`config.mk`:
```
export PLATFORM = sky130hd
export DESIGN_NAME = axis_pixel_unpacker
export DESIGN_NICKNAME = d
export VERILOG_FILES = /design/src/rtl/jpeg_axis_pkg.sv /design/src/rtl/axis_pixel_unpacker.sv
export SDC_FILE = /design/constraint.sdc
export NUM_CORES = 1
export LEC_CHECK = 0
export CORE_MARGIN = 5
export CORE_UTILIZATION = 48
export CTS_CLUSTER_DIAMETER = 60
export DETAILED_ROUTE_END_ITERATION = 8
export GPL_TIMING_DRIVEN = 0
export PLACE_DENSITY = 0.85
export SLEW_MARGIN = 20
export SYNTH_ARGS = -nofsm -noshare
export SYNTH_HDL_FRONTEND = slang
export SYNTH_SLANG_ARGS = --single-unit
```
`constraint.sdc`:
```
create_clock -name aclk -period 2.5 [get_ports aclk]
set_input_delay 0.5 -clock aclk [delete_from_list [all_inputs] [get_ports aclk]]
set_output_delay 0.5 -clock aclk [all_outputs]
set_load 0.005 [all_outputs]
```
`src/rtl/jpeg_axis_pkg.sv`:
```
// Constants and shared types for the JPEG encoder's AXI4-Stream datapath.
package jpeg_axis_pkg;

  localparam int unsigned PIX_W          = 8;
  localparam int unsigned WORD_W         = 32;
  localparam int unsigned BYTES_PER_WORD = 4;
  localparam int unsigned LANE_W         = 2;

  typedef enum logic {
    ST_EMPTY = 1'b0,
    ST_DRAIN = 1'b1
  } unpack_state_e;

  // Pixel lane selector for a packed word, byte 0 in the least-significant bits.
  function automatic logic [PIX_W-1:0] word_lane(input logic [WORD_W-1:0] word,
                                                 input logic [LANE_W-1:0] lane);
    logic [PIX_W-1:0] pix;
    pix = '0;
    case (lane)
      2'd0:    pix = word[7:0];
      2'd1:    pix = word[15:8];
      2'd2:    pix = word[23:16];
      default: pix = word[31:24];
    endcase
    return pix;
  endfunction

endpackage

```
`src/rtl/axis_pixel_unpacker.sv`:
```
// 32-bit to 8-bit AXI4-Stream width converter, LSB pixel first, with a
// per-frame pixel counter and sticky frame-length mismatch flag.
module axis_pixel_unpacker
  import jpeg_axis_pkg::*;
#(
  parameter int unsigned FRAME_PIXELS = 4096
) (
  input  logic                            aclk,
  input  logic                            areset,
  input  logic [WORD_W-1:0]               s_axis_tdata,
  input  logic                            s_axis_tvalid,
  output logic                            s_axis_tready,
  input  logic                            s_axis_tlast,
  output logic [PIX_W-1:0]                m_axis_tdata,
  output logic                            m_axis_tvalid,
  input  logic                            m_axis_tready,
  output logic                            m_axis_tlast,
  output logic [$clog2(FRAME_PIXELS)-1:0] pix_cnt,
  output logic                            frame_err
);

  localparam int unsigned        CNT_W     = $clog2(FRAME_PIXELS);
  localparam logic [CNT_W-1:0]   LAST_IDX  = CNT_W'(FRAME_PIXELS - 1);
  localparam logic [LANE_W-1:0]  LAST_LANE = LANE_W'(BYTES_PER_WORD - 1);

  unpack_state_e     r_state;
  logic [WORD_W-1:0] r_hold;
  logic [LANE_W-1:0] r_lane;
  logic              r_hold_last;
  logic [CNT_W-1:0]  r_pix_cnt;
  logic              r_frame_err;

  logic w_lane_end;
  logic w_in_xfer;
  logic w_out_xfer;
  logic w_cnt_end;

  assign w_lane_end = (r_lane == LAST_LANE);
  assign w_cnt_end  = (r_pix_cnt == LAST_IDX);

  assign m_axis_tvalid = (r_state == ST_DRAIN);
  assign m_axis_tdata  = word_lane(r_hold, r_lane);
  assign m_axis_tlast  = m_axis_tvalid && r_hold_last && w_lane_end;

  // Accept a new word while empty, or in the same cycle the last byte leaves.
  assign s_axis_tready = !areset &&
                         ((r_state == ST_EMPTY) || (w_lane_end && m_axis_tready));

  assign w_in_xfer  = s_axis_tvalid && s_axis_tready;
  assign w_out_xfer = m_axis_tvalid && m_axis_tready;

  assign pix_cnt   = r_pix_cnt;
  assign frame_err = r_frame_err;

  // Holding register and lane sequencing.
  always_ff @(posedge aclk) begin
    if (areset) begin
      r_state     <= ST_EMPTY;
      r_hold      <= '0;
      r_lane      <= '0;
      r_hold_last <= 1'b0;
    end else if (w_in_xfer) begin
      r_state     <= ST_DRAIN;
      r_hold      <= s_axis_tdata;
      r_hold_last <= s_axis_tlast;
      r_lane      <= '0;
    end else if (w_out_xfer) begin
      if (w_lane_end) begin
        r_state <= ST_EMPTY;
      end else begin
        r_lane <= LANE_W'(r_lane + 1'b1);
      end
    end
  end

  // Frame pixel counter; wrap wins over increment, mismatch is sticky.
  always_ff @(posedge aclk) begin
    if (areset) begin
      r_pix_cnt   <= '0;
      r_frame_err <= 1'b0;
    end else if (w_out_xfer) begin
      if (m_axis_tlast || w_cnt_end) begin
        r_pix_cnt <= '0;
      end else begin
        r_pix_cnt <= CNT_W'(r_pix_cnt + 1'b1);
      end
      if (m_axis_tlast != w_cnt_end) begin
        r_frame_err <= 1'b1;
      end
    end
  end

endmodule

```
; ---- Word-level counts from Yosys, hierarchy flattened
; Cells that the tools add are included.
[word_totals]
register_bits = 49
latch_bits = 0
elab_cells = 36
mem_count = 0
mem_bits_rw = 0
romBits = 0
inputBits = 37
[op_classes]
reduce_logical = 16
multipliers = 0
mux = 5
n_div = 0
n_shift = 0
n_lt_le_gt_ge = 0
add_sub_neg = 2
bitwise = 2
n_eq_ne = 5
[op_table]
columns = cell, count
row1 = 8-bit case mux with 3 select lines, 1
row2 = 12-bit by 1-bit adder with 12-bit output (second input constant), 1
row3 = 12-bit == test (second input constant), 1
row4 = 12-bit 2-to-1 mux, 1
row5 = 1-bit logical AND, 6
row6 = 2-bit AND reduction, 3
row7 = 2-bit == test (second input constant), 2
row8 = 2-bit nonzero test, 2
row9 = 1-bit 2-to-1 mux, 3
row10 = 2-bit by 1-bit adder with 2-bit output (second input constant), 1
row11 = 2-bit by 1-bit == test with 1-bit output (second input constant), 1
row12 = 2-bit zero test, 1
row13 = 1-bit logical OR, 2
row14 = 1-bit inverter, 2
row15 = 2-bit OR reduction, 1
row16 = 1-bit zero test, 1
row17 = 1-bit != test, 1

; ---- Longest topological paths before layout
; Gate-level depths: netlist of run 1.
[logic_depth]
word_depth = 7
ltp_mapped = 7

; ---- Worst setup path before layout of run 1
; Ideal clock, no wire load.
[synth_timing]
path_type = register -> register
start = register r_pix_cnt[3], in the netlist pix_cnt[3]
end = register r_pix_cnt[2], in the netlist pix_cnt[2]
arrival_ns = 1.688
setup_time_ns = 0.138
path_stages_with_launch = 7
n_path_buf = 0
path_slack_ns = 0.674
path_cell_list = dfxtp_1 -> nand3_1 -> nor3_1 -> nand4_1 -> ha_1 -> o21bai_1 -> nor2_1
[synth_between]
elab_chain_cells = 3
[synth_lines]
columns = element, line
row1 = "start, declared", axis_pixel_unpacker.sv:30  ; logic [CNT_W-1:0] r_pix_cnt;
row2 = "start signal, assigned", axis_pixel_unpacker.sv:85  ; r_pix_cnt <= CNT_W'(r_pix_cnt + 1'b1);
row3 = 12-bit == test, axis_pixel_unpacker.sv:39  ; assign w_cnt_end = (r_pix_cnt == LAST_IDX);
row4 = 1-bit logical OR, axis_pixel_unpacker.sv:82  ; if (m_axis_tlast || w_cnt_end) begin
row5 = 12-bit 2-to-1 mux, axis_pixel_unpacker.sv:82
; No other way between the ends.
; A chain may end at the register's enable or synchronous reset.

; ---- Worst setup path in the final report of run 1
[layout_timing]
start = register r_lane[0]
end = output port m_axis_tdata[2]
[layout_between]
elab_chain_cells = 2
word_cells_on_any_way = 4
[layout_lines]
columns = element, line
row1 = "start, declared", axis_pixel_unpacker.sv:28  ; logic [LANE_W-1:0] r_lane;
row2 = "start signal, assigned", axis_pixel_unpacker.sv:71  ; r_lane <= LANE_W'(r_lane + 1'b1);
row3 = "2-bit == test, or another cell as far along", jpeg_axis_pkg.sv:19  ; case (lane)
row4 = 8-bit case mux with 3 select lines *, jpeg_axis_pkg.sv:19
row5 = "end, declared", axis_pixel_unpacker.sv:14  ; output logic [PIX_W-1:0] m_axis_tdata,
; Mark *: on every way between the ends. The rest lies on a longest branch, timed or not.

==> results of run 1 <==
registers in the layout (all words and copies together) (netlist names):
register and flops:
frame_err 1, m_axis_tvalid 1, pix_cnt 12, r_hold_last 1, r_lane 2, r_hold 32
worst register-to-register path, cell delays in order, from the launching register on:
cell,delay (ps)
sky130_fd_sc_hd__dfxtp_1,430
sky130_fd_sc_hd__nand3_1,180
sky130_fd_sc_hd__nor3_1,380
sky130_fd_sc_hd__nand4_1,190
sky130_fd_sc_hd__ha_1,210
sky130_fd_sc_hd__o21bai_1,630
sky130_fd_sc_hd__nor2_1,120
worst min-delay path by stage:
| stage | start | to | slack (ps) | depth (start not counted) |
|---|---|---|---|---|
| floorplan | r_hold[16] | r_hold[16] | 440 | 2 |
| global placement | r_hold[22] | r_hold[22] | 450 | 2 |
| detailed placement | r_hold[17] | r_hold[17] | 460 | 2 |
| CTS | r_hold[17] | r_hold[17] | 470 | 2 |
| global route | r_hold[22] | r_hold[22] | 500 | 2 |
| finish | r_hold[17] | r_hold[17] | 470 | 2 |
timing repair:
item | 4_1_cts | 5_1_grt
pin swaps | 3 | 4
resized for setup | 9 | 6
buffers inserted | 0 | 0
setup endpoints to repair | 9 | 8
power by group through the flow:
stage	Combinational, mW	Clock [mW]	Sequential [mW]
3_3_place_gp	0.219	0	0.861
6_report	0.225	0.535	0.844
3_5_place_dp	0.223	0	0.863
2_1_floorplan	0.106	0	0.856
5_1_grt	0.246	0.572	0.848
4_1_cts	0.228	0.543	0.844
layout make-up:
type	count	share of cell area, %
Inverter	13	1.62
Sequential cell	49	32.8
Tap cell	52	2.16
Buffer	11	2.66
Clock inverter	2	1.16
Clock buffer	5	2.29
Timing Repair Buffer	60	20.3
Multi-Input combinational cell	177	37.0
kinds of logic (layout without fill, tap and decap cells):
family / count (synthesis) / in the layout / share of synthesized area, %
fa+ha+maj: 8 / 8 / 4.50
simple gates: 99 / 99 / 22.2
mux: 9 / 9 / 4.05
compound gates: 52 / 52 / 15.0
buf+inv: 29 / 91 / 6.53
xor+xnor: 9 / 9 / 3.55
flops: 49 / 49 / 44.1
placed cells by master (no fill, tap or decap), types with 3 or more instances in the layout:
cell / Yosys / routed
sky130_fd_sc_hd__o21ai_0: 17 / 17
sky130_fd_sc_hd__a222oi_1: 8 / 8
sky130_fd_sc_hd__buf_6: 4 / 4
sky130_fd_sc_hd__nand3_1: 3 / 3
sky130_fd_sc_hd__mux2i_1: 9 / 9
sky130_fd_sc_hd__nor2_1: 13 / 13
sky130_fd_sc_hd__xnor2_1: 5 / 5
sky130_fd_sc_hd__nand4_1: 7 / 7
sky130_fd_sc_hd__nand2b_1: 25 / 25
sky130_fd_sc_hd__nand2_1: 38 / 38
sky130_fd_sc_hd__dlymetal6s2s_1: 0 / 4
sky130_fd_sc_hd__clkdlybuf4s50_1: 0 / 56
sky130_fd_sc_hd__o31ai_1: 8 / 8
sky130_fd_sc_hd__xor2_1: 4 / 4
sky130_fd_sc_hd__ha_1: 8 / 5
sky130_fd_sc_hd__nor3_1: 5 / 5
sky130_fd_sc_hd__clkbuf_8: 0 / 5
sky130_fd_sc_hd__o21ai_1: 10 / 10
sky130_fd_sc_hd__inv_1: 13 / 13
sky130_fd_sc_hd__dfxtp_1: 49 / 47
sky130_fd_sc_hd__a21oi_1: 5 / 5
metal layers:
layer / up-vias / track usage [%]
met4: 0 / 4.22
met3: 6 / 3.32
li1: 991 / -
met2: 58 / 30.3
met1: 920 / 22.0
met5: - / 0
per-stage QoR:
| step | setup TNS (ps) | power [mW] | hold slack, ps | std cells | area [um2] |
|---|---|---|---|---|---|
| after detailed placement | -347 | 1.09 | 458 | 367 | 2890 |
| final | -10.1 | 1.60 | 468 | 369 | 3010 |
| after global routing | -168 | 1.67 | 497 | 369 | 3010 |
| after floorplan | 0 | 0.962 | 442 | 255 | 2220 |
| after global placement | -342 | 1.08 | 453 | 367 | 2890 |
| after CTS | -37.2 | 1.61 | 471 | 369 | 3000 |
==> summary.md, run 1 <==
| Metric | Value |
|---|---|
| Nets | 362 |
| Mean number of vias per cell | 5.35 |
| Unrepaired setup endpoints after global routing | yes |
| Dominant register cell in the synthesized netlist | sky130_fd_sc_hd__dfxtp_1 |
| Finished Core Util | 68.2% |
| Cell types with the largest area share after synthesis | sky130_fd_sc_hd__dfxtp_1 44%, sky130_fd_sc_hd__nand2b_1 7.0%, sky130_fd_sc_hd__nand2_1 6.4% |
| Cell with the largest stage delay on the worst path | sky130_fd_sc_hd__clkdlybuf4s50_1 |
| Met2 wire len | 2.78 mm |
| Wire length per cell after detailed routing | 14.9 um |
| Worst clock skew | 3.24 ps |
| M1 wire length | 2.32 mm |
| Number of ports placed on the die boundary | 61 |
| Share of total power in combinational logic | 14.1% |
| Final critical delay including setup and external delays | 2510 ps |
| Final period utilization | 100% |
| Number of flops mapped to enable cells by yosys | 0 |
| Starting density of the core | 50.4% |
| Chain of cells forming the critical path | inv_1, ha_2, a222oi_1, mux2i_1, clkdlybuf4s50_1 |
| Post-synth top cells | 49 x sky130_fd_sc_hd__dfxtp_1, 38 x sky130_fd_sc_hd__nand2_1, 25 x sky130_fd_sc_hd__nand2b_1, 17 x sky130_fd_sc_hd__o21ai_0 |
| Number of routed nets with antenna violations | 0 |
| Number of distinct standard cells referenced by the synthesized netlist | 30 |
| Storage element area | 988 um2 |
| First-pass GRT wire length | 8.76 mm |
| Post-synth top area share | 44.1% |
| Synthesized flop and latch total | 49 |
| Seq pwr share | 52.6% |
| # port buffers | 60 |
| Wire length on met3 | 367 um |
| Initial antenna violation count | 0 |
| Power density over cell area | 533 nW/um2 |
| CTS Hold Bufs | 0 |
| Data required time of the critical path | 2000 ps |
| Proportion of synthesized chip area in sequential cells | 44.1% |
| CP top delay family | buffers and inverters |
| Type of the most critical hold path | register to register |
| Cell count along the critical path | 5 |
| Count of pins over their slew limit | 0 |
| Per-instance average area after synthesis | 8.72 um2 |
| Count of inserted antenna diode cells | 0 |
| Die span in y | 78.1 um |
| Max-capacitance violation count | 0 |
| Fraction of power spent switching nets | 22.6% |
| Critical Path Source | r_lane[0] |
| Tot GR Track Use | 17.4% |
| Final routed wirelength across all metal layers | 5.50 mm |
| Top routing layer in use | met4 |
| Net load switching power | 0.363 mW |
| Core area | 4410 um2 |
| Most instantiated library cell after synthesis | sky130_fd_sc_hd__dfxtp_1 |
| Gpl congestion | 0.820 |
| Worst setup timing slack at the placement stage | -332 ps |
| Clock-pin slew on the worst setup and hold paths | 80 ps |
| Total nets after synthesis | 300 |
| Post-route worst setup slack | -10.1 ps |
| Clock network fraction of design power | 33.3% |
| Number of clock sinks | 49 |
| Failing checks | negative setup slack |
| Via total after detailed routing | 1975 |
| Arrival time reported for the critical path endpoint | 2010 ps |
| Kind of end point of the critical path | primary output |
| Highest ir drop seen on vdd | 0.364 mV |
| Worst reg2reg path startpoint | pix_cnt[3] |
| Horizontal die dimension | 78.1 um |
| Pin count of the biggest net entering global routing | 20 |
| Total grt overflow | 0 |
| Max Fclk | 398 MHz |
| Number of remaining DRC errors | 0 |
| Count of buffer and inverter cells on the critical path | 2 |
| H-Tree Level Count | 2 |
| Launching element type of the critical path | register |
| Ratio of cells with drive above 1 in the final layout | 7.57% |
| Hold Fails Final Rpt | 0 |
| Area overhead of the layout relative to synthesis | 35.5% |
| Start-to-end type of the worst setup path | register to primary output |
| DRT iter0 DRCs | 169 |
| Number of buffers created by CTS | 5 |
| Capture point of the worst path | m_axis_tdata[2] |
| Max-slew headroom | 48.1% |
| Max incr delay on CP | 470 ps |
| Largest area contributor in the netlist | sky130_fd_sc_hd__dfxtp_1 |
| Cell count after synthesis | 255 |
| Total die area | 6090 um2 |
| Register-to-Register Setup Slack | 230 ps |
| Via count of the first global-routing pass | 1919 |
| Mapped Area | 2220 um2 |
| CTS tree | yes |
| Design internal power | 1.24 mW |
| Worst-path fanout max | 8 |
| Max Root-Sink Buffers | 2 |
| Total area of multi-input combinational cells | 1110 um2 |
| Run status | complete, but fails checks |
| # setup viols final | 1 |
| Site Rows | 24 |
| Leak Pwr | 1.14 nW |
| Drt pass-1 iters | 7 |
| Layout filler cell count | 349 |
| Worst r2r path cells | 6 |
| Dpl hpwl | 4.10 mm |
| Worst reg2reg path endpoint | pix_cnt[2] |
| Root buffer cell | sky130_fd_sc_hd__clkbuf_8 |
| Proportion of register bits with asynchronous set or reset after synthesis | 0% |
| Insertion delay to the later sink of the worst-skew pair | 290 ps |
| Transition time at the pin with the least slew margin | 777 ps |
| Count of warnings emitted by yosys | 0 |
(Power assumes the default switching activity.)
==> inputs of run 2 (changes only) <==
CORE_MARGIN = 2   (was 5)
==> run 2 against run 1 <==
  * The flow now finishes without violations
  * Register-to-register slack better by 190 ps
  * Sequential share of layout area hardly changed
  * Combinational power hardly changed
  * Power is 4.1% lower
  * Via count is 0.96% higher
  * Non-clock buffer count stayed put
  * Final cell count stayed put
  * Setup slack better by 88 ps
  * Count of clock-buffer cells in the layout is 2 higher
  * Die area is 15% lower
==> summary.md, run 2 (synthesized netlist as in run 1, its figures left out) <==
| Metric | Value |
|---|---|
| Number of clock sinks | 49 (unchanged) |
| Most common cell after layout, fill and taps aside | sky130_fd_sc_hd__clkdlybuf4s50_1 (unchanged) |
| Final-layout setup total negative slack | 0 ps (was -10.1 ps) |
| # port buffers | 60 (unchanged) |
| CTS tree | yes (unchanged) |
| Final period utilization | 96.9% (was 100%) |
| Final critical delay including setup and external delays | 2420 ps (was 2510 ps) |
| Worst clock skew | 3.74 ps (was 3.24 ps) |
| Hold Fails Final Rpt | 0 (unchanged) |
| Die span in y | 72.1 um (was 78.1 um) |
| Launching element type of the critical path | input port (was register) |
| Ratio of cells with drive above 1 in the final layout | 8.20% (was 7.57%) |
| Count of pins over their slew limit | 0 (unchanged) |
| Total die area | 5190 um2 (was 6090 um2) |
| Run status | finished, final reports clean (was complete, but fails checks) |
| Count of inserted antenna diode cells | 0 (unchanged) |
| Nets | 362 (unchanged) |
| Commonest cells after routing, fill and taps aside | 52 x sky130_fd_sc_hd__clkdlybuf4s50_1, 47 x sky130_fd_sc_hd__dfxtp_1, 38 x sky130_fd_sc_hd__nand2_1, 25 x sky130_fd_sc_hd__nand2b_1, 17 x sky130_fd_sc_hd__o21ai_0 (was 56 x sky130_fd_sc_hd__clkdlybuf4s50_1, 47 x sky130_fd_sc_hd__dfxtp_1, 38 x sky130_fd_sc_hd__nand2_1, 25 x sky130_fd_sc_hd__nand2b_1, 17 x sky130_fd_sc_hd__o21ai_0) |
| Worst setup timing slack at the placement stage | -378 ps (was -332 ps) |
| Data required time of the critical path | 2000 ps (about the same) |
| Via count of the first global-routing pass | 1881 (was 1919) |
| Number of routed nets with antenna violations | 0 (unchanged) |
| Clock-pin slew on the worst setup and hold paths | 80 ps (about the same) |
| Dpl hpwl | 3.90 mm (was 4.10 mm) |
| Max-slew headroom | 68.3% (was 48.1%) |
| Type of the most critical hold path | register to register (unchanged) |
| Mean number of vias per cell | 5.40 (was 5.35) |
| Leak Pwr | 1.15 nW (was 1.14 nW) |
| Number of remaining DRC errors | 0 (unchanged) |
| CTS Hold Bufs | 0 (unchanged) |
| Start-to-end type of the worst setup path | input port to primary output (was register to primary output) |
| DRT iter0 DRCs | 117 (was 169) |
| Max-capacitance violation count | 0 (unchanged) |
| Post-route worst setup slack | 78.1 ps (was -10.1 ps) |
| Max Root-Sink Buffers | 2 (unchanged) |
| First-pass GRT wire length | 8.82 mm (was 8.76 mm) |
| Tot GR Track Use | 21.6% (was 17.4%) |
| Total grt overflow | 0 (unchanged) |
| Max reg flops | 32 (unchanged) |
| # setup viols final | 0 (was 1) |
| Total power of the final layout | 1.54 mW (was 1.60 mW) |
| Transition time at the pin with the least slew margin | 475 ps (was 777 ps) |
| Largest register by flop count | r_hold (unchanged) |
| Core area | 4410 um2 (unchanged) |
| Number of buffers created by CTS | 5 (unchanged) |
| Kind of end point of the critical path | primary output (unchanged) |
| Number of ports placed on the die boundary | 61 (unchanged) |
| Arrival time reported for the critical path endpoint | 1920 ps (was 2010 ps) |
| Horizontal die dimension | 72.1 um (was 78.1 um) |
| Initial antenna violation count | 0 (unchanged) |
| Wire length per cell after detailed routing | 14.6 um (was 14.9 um) |
| Drt pass-1 iters | 4 (was 7) |
| Pin count of the biggest net entering global routing | 20 (unchanged) |
| Max Fclk | 413 MHz (was 398 MHz) |
| Unrepaired setup endpoints after global routing | no (was yes) |
| Highest ir drop seen on vdd | 0.367 mV (was 0.364 mV) |
| Total area of multi-input combinational cells | 1140 um2 (was 1110 um2) |
| Root buffer cell | sky130_fd_sc_hd__clkbuf_8 (unchanged) |
| Storage element area | 988 um2 (unchanged) |
| Starting density of the core | 50.4% (unchanged) |
| Site Rows | 24 (unchanged) |
| Worst-path fanout max | 19 (was 8) |
| Layout filler cell count | 376 (was 349) |
| H-Tree Level Count | 2 (unchanged) |
| Final routed wirelength across all metal layers | 5.40 mm (was 5.50 mm) |
| Gpl congestion | 0.817 (was 0.820) |
| Insertion delay to the later sink of the worst-skew pair | 300 ps (was 290 ps) |
| Power density over cell area | 510 nW/um2 (was 533 nW/um2) |
| Via total after detailed routing | 1994 (was 1975) |
| Area overhead of the layout relative to synthesis | 35.6% (was 35.5%) |
run 2: where the power goes:
part | internal [mW] | total (mW) | switching [mW]
clock | 0.220 | 0.468 | 0.248
combinational | 0.129 | 0.226 | 0.0966
sequential | 0.820 | 0.845 | 0.0248
total | 1.17 | 1.54 | 0.370
run 2: layer usage:
metal	track usage [%]	share of wire [%]
met4	6.08	1.0
met1	28.7	46
met5	0	0
met3	5.14	4.8
met2	35.1	49
run 2: path summary, 6_finish.rpt:
check,end,cells after the start,slack [ps],start
max,s_axis_tready,4,80,areset
max reg2reg,pix_cnt[4],6,420,pix_cnt[3]
min reg2reg,r_hold[19],2,480,r_hold[19]
min,r_hold[19],2,480,r_hold[19]
run 2: through the flow:
stage          instance area (um2)  utilization, %  cells  hold slack (ps)
4_1_cts                       3000            67.9    369              472
3_3_place_gp                  2890            65.4    367              452
5_1_grt                       3020            68.3    369              489
6_report                      3020            68.3    369              475
2_1_floorplan                 2220               -    255              442
3_5_place_dp                  2890            65.4    367              457
run 2: critical path, cell delays in order:
cell and delay (ps):
sky130_fd_sc_hd__clkdlybuf4s50_1 520, sky130_fd_sc_hd__buf_4 260, sky130_fd_sc_hd__nor2_1 130, sky130_fd_sc_hd__clkdlybuf4s50_1 510
run 2: timing repair:
| action | CTS | global route |
|---|---|---|
| pin swaps | 5 | 4 |
| gates resized for setup | 17 | 7 |
| buffers inserted | 0 | 0 |
| endpoints found under the setup margin | 9 | 14 |
| gates cloned | 0 | 0 |
run 2: layout make-up:
class | instances | area share [%]
plain buffers | 11 | 2.66
well taps | 52 | 2.16
inverters | 13 | 1.62
repair buffers | 60 | 20.1
flip-flops and latches | 49 | 32.8
clock buffers | 7 | 2.86
multi-input cells | 177 | 37.8
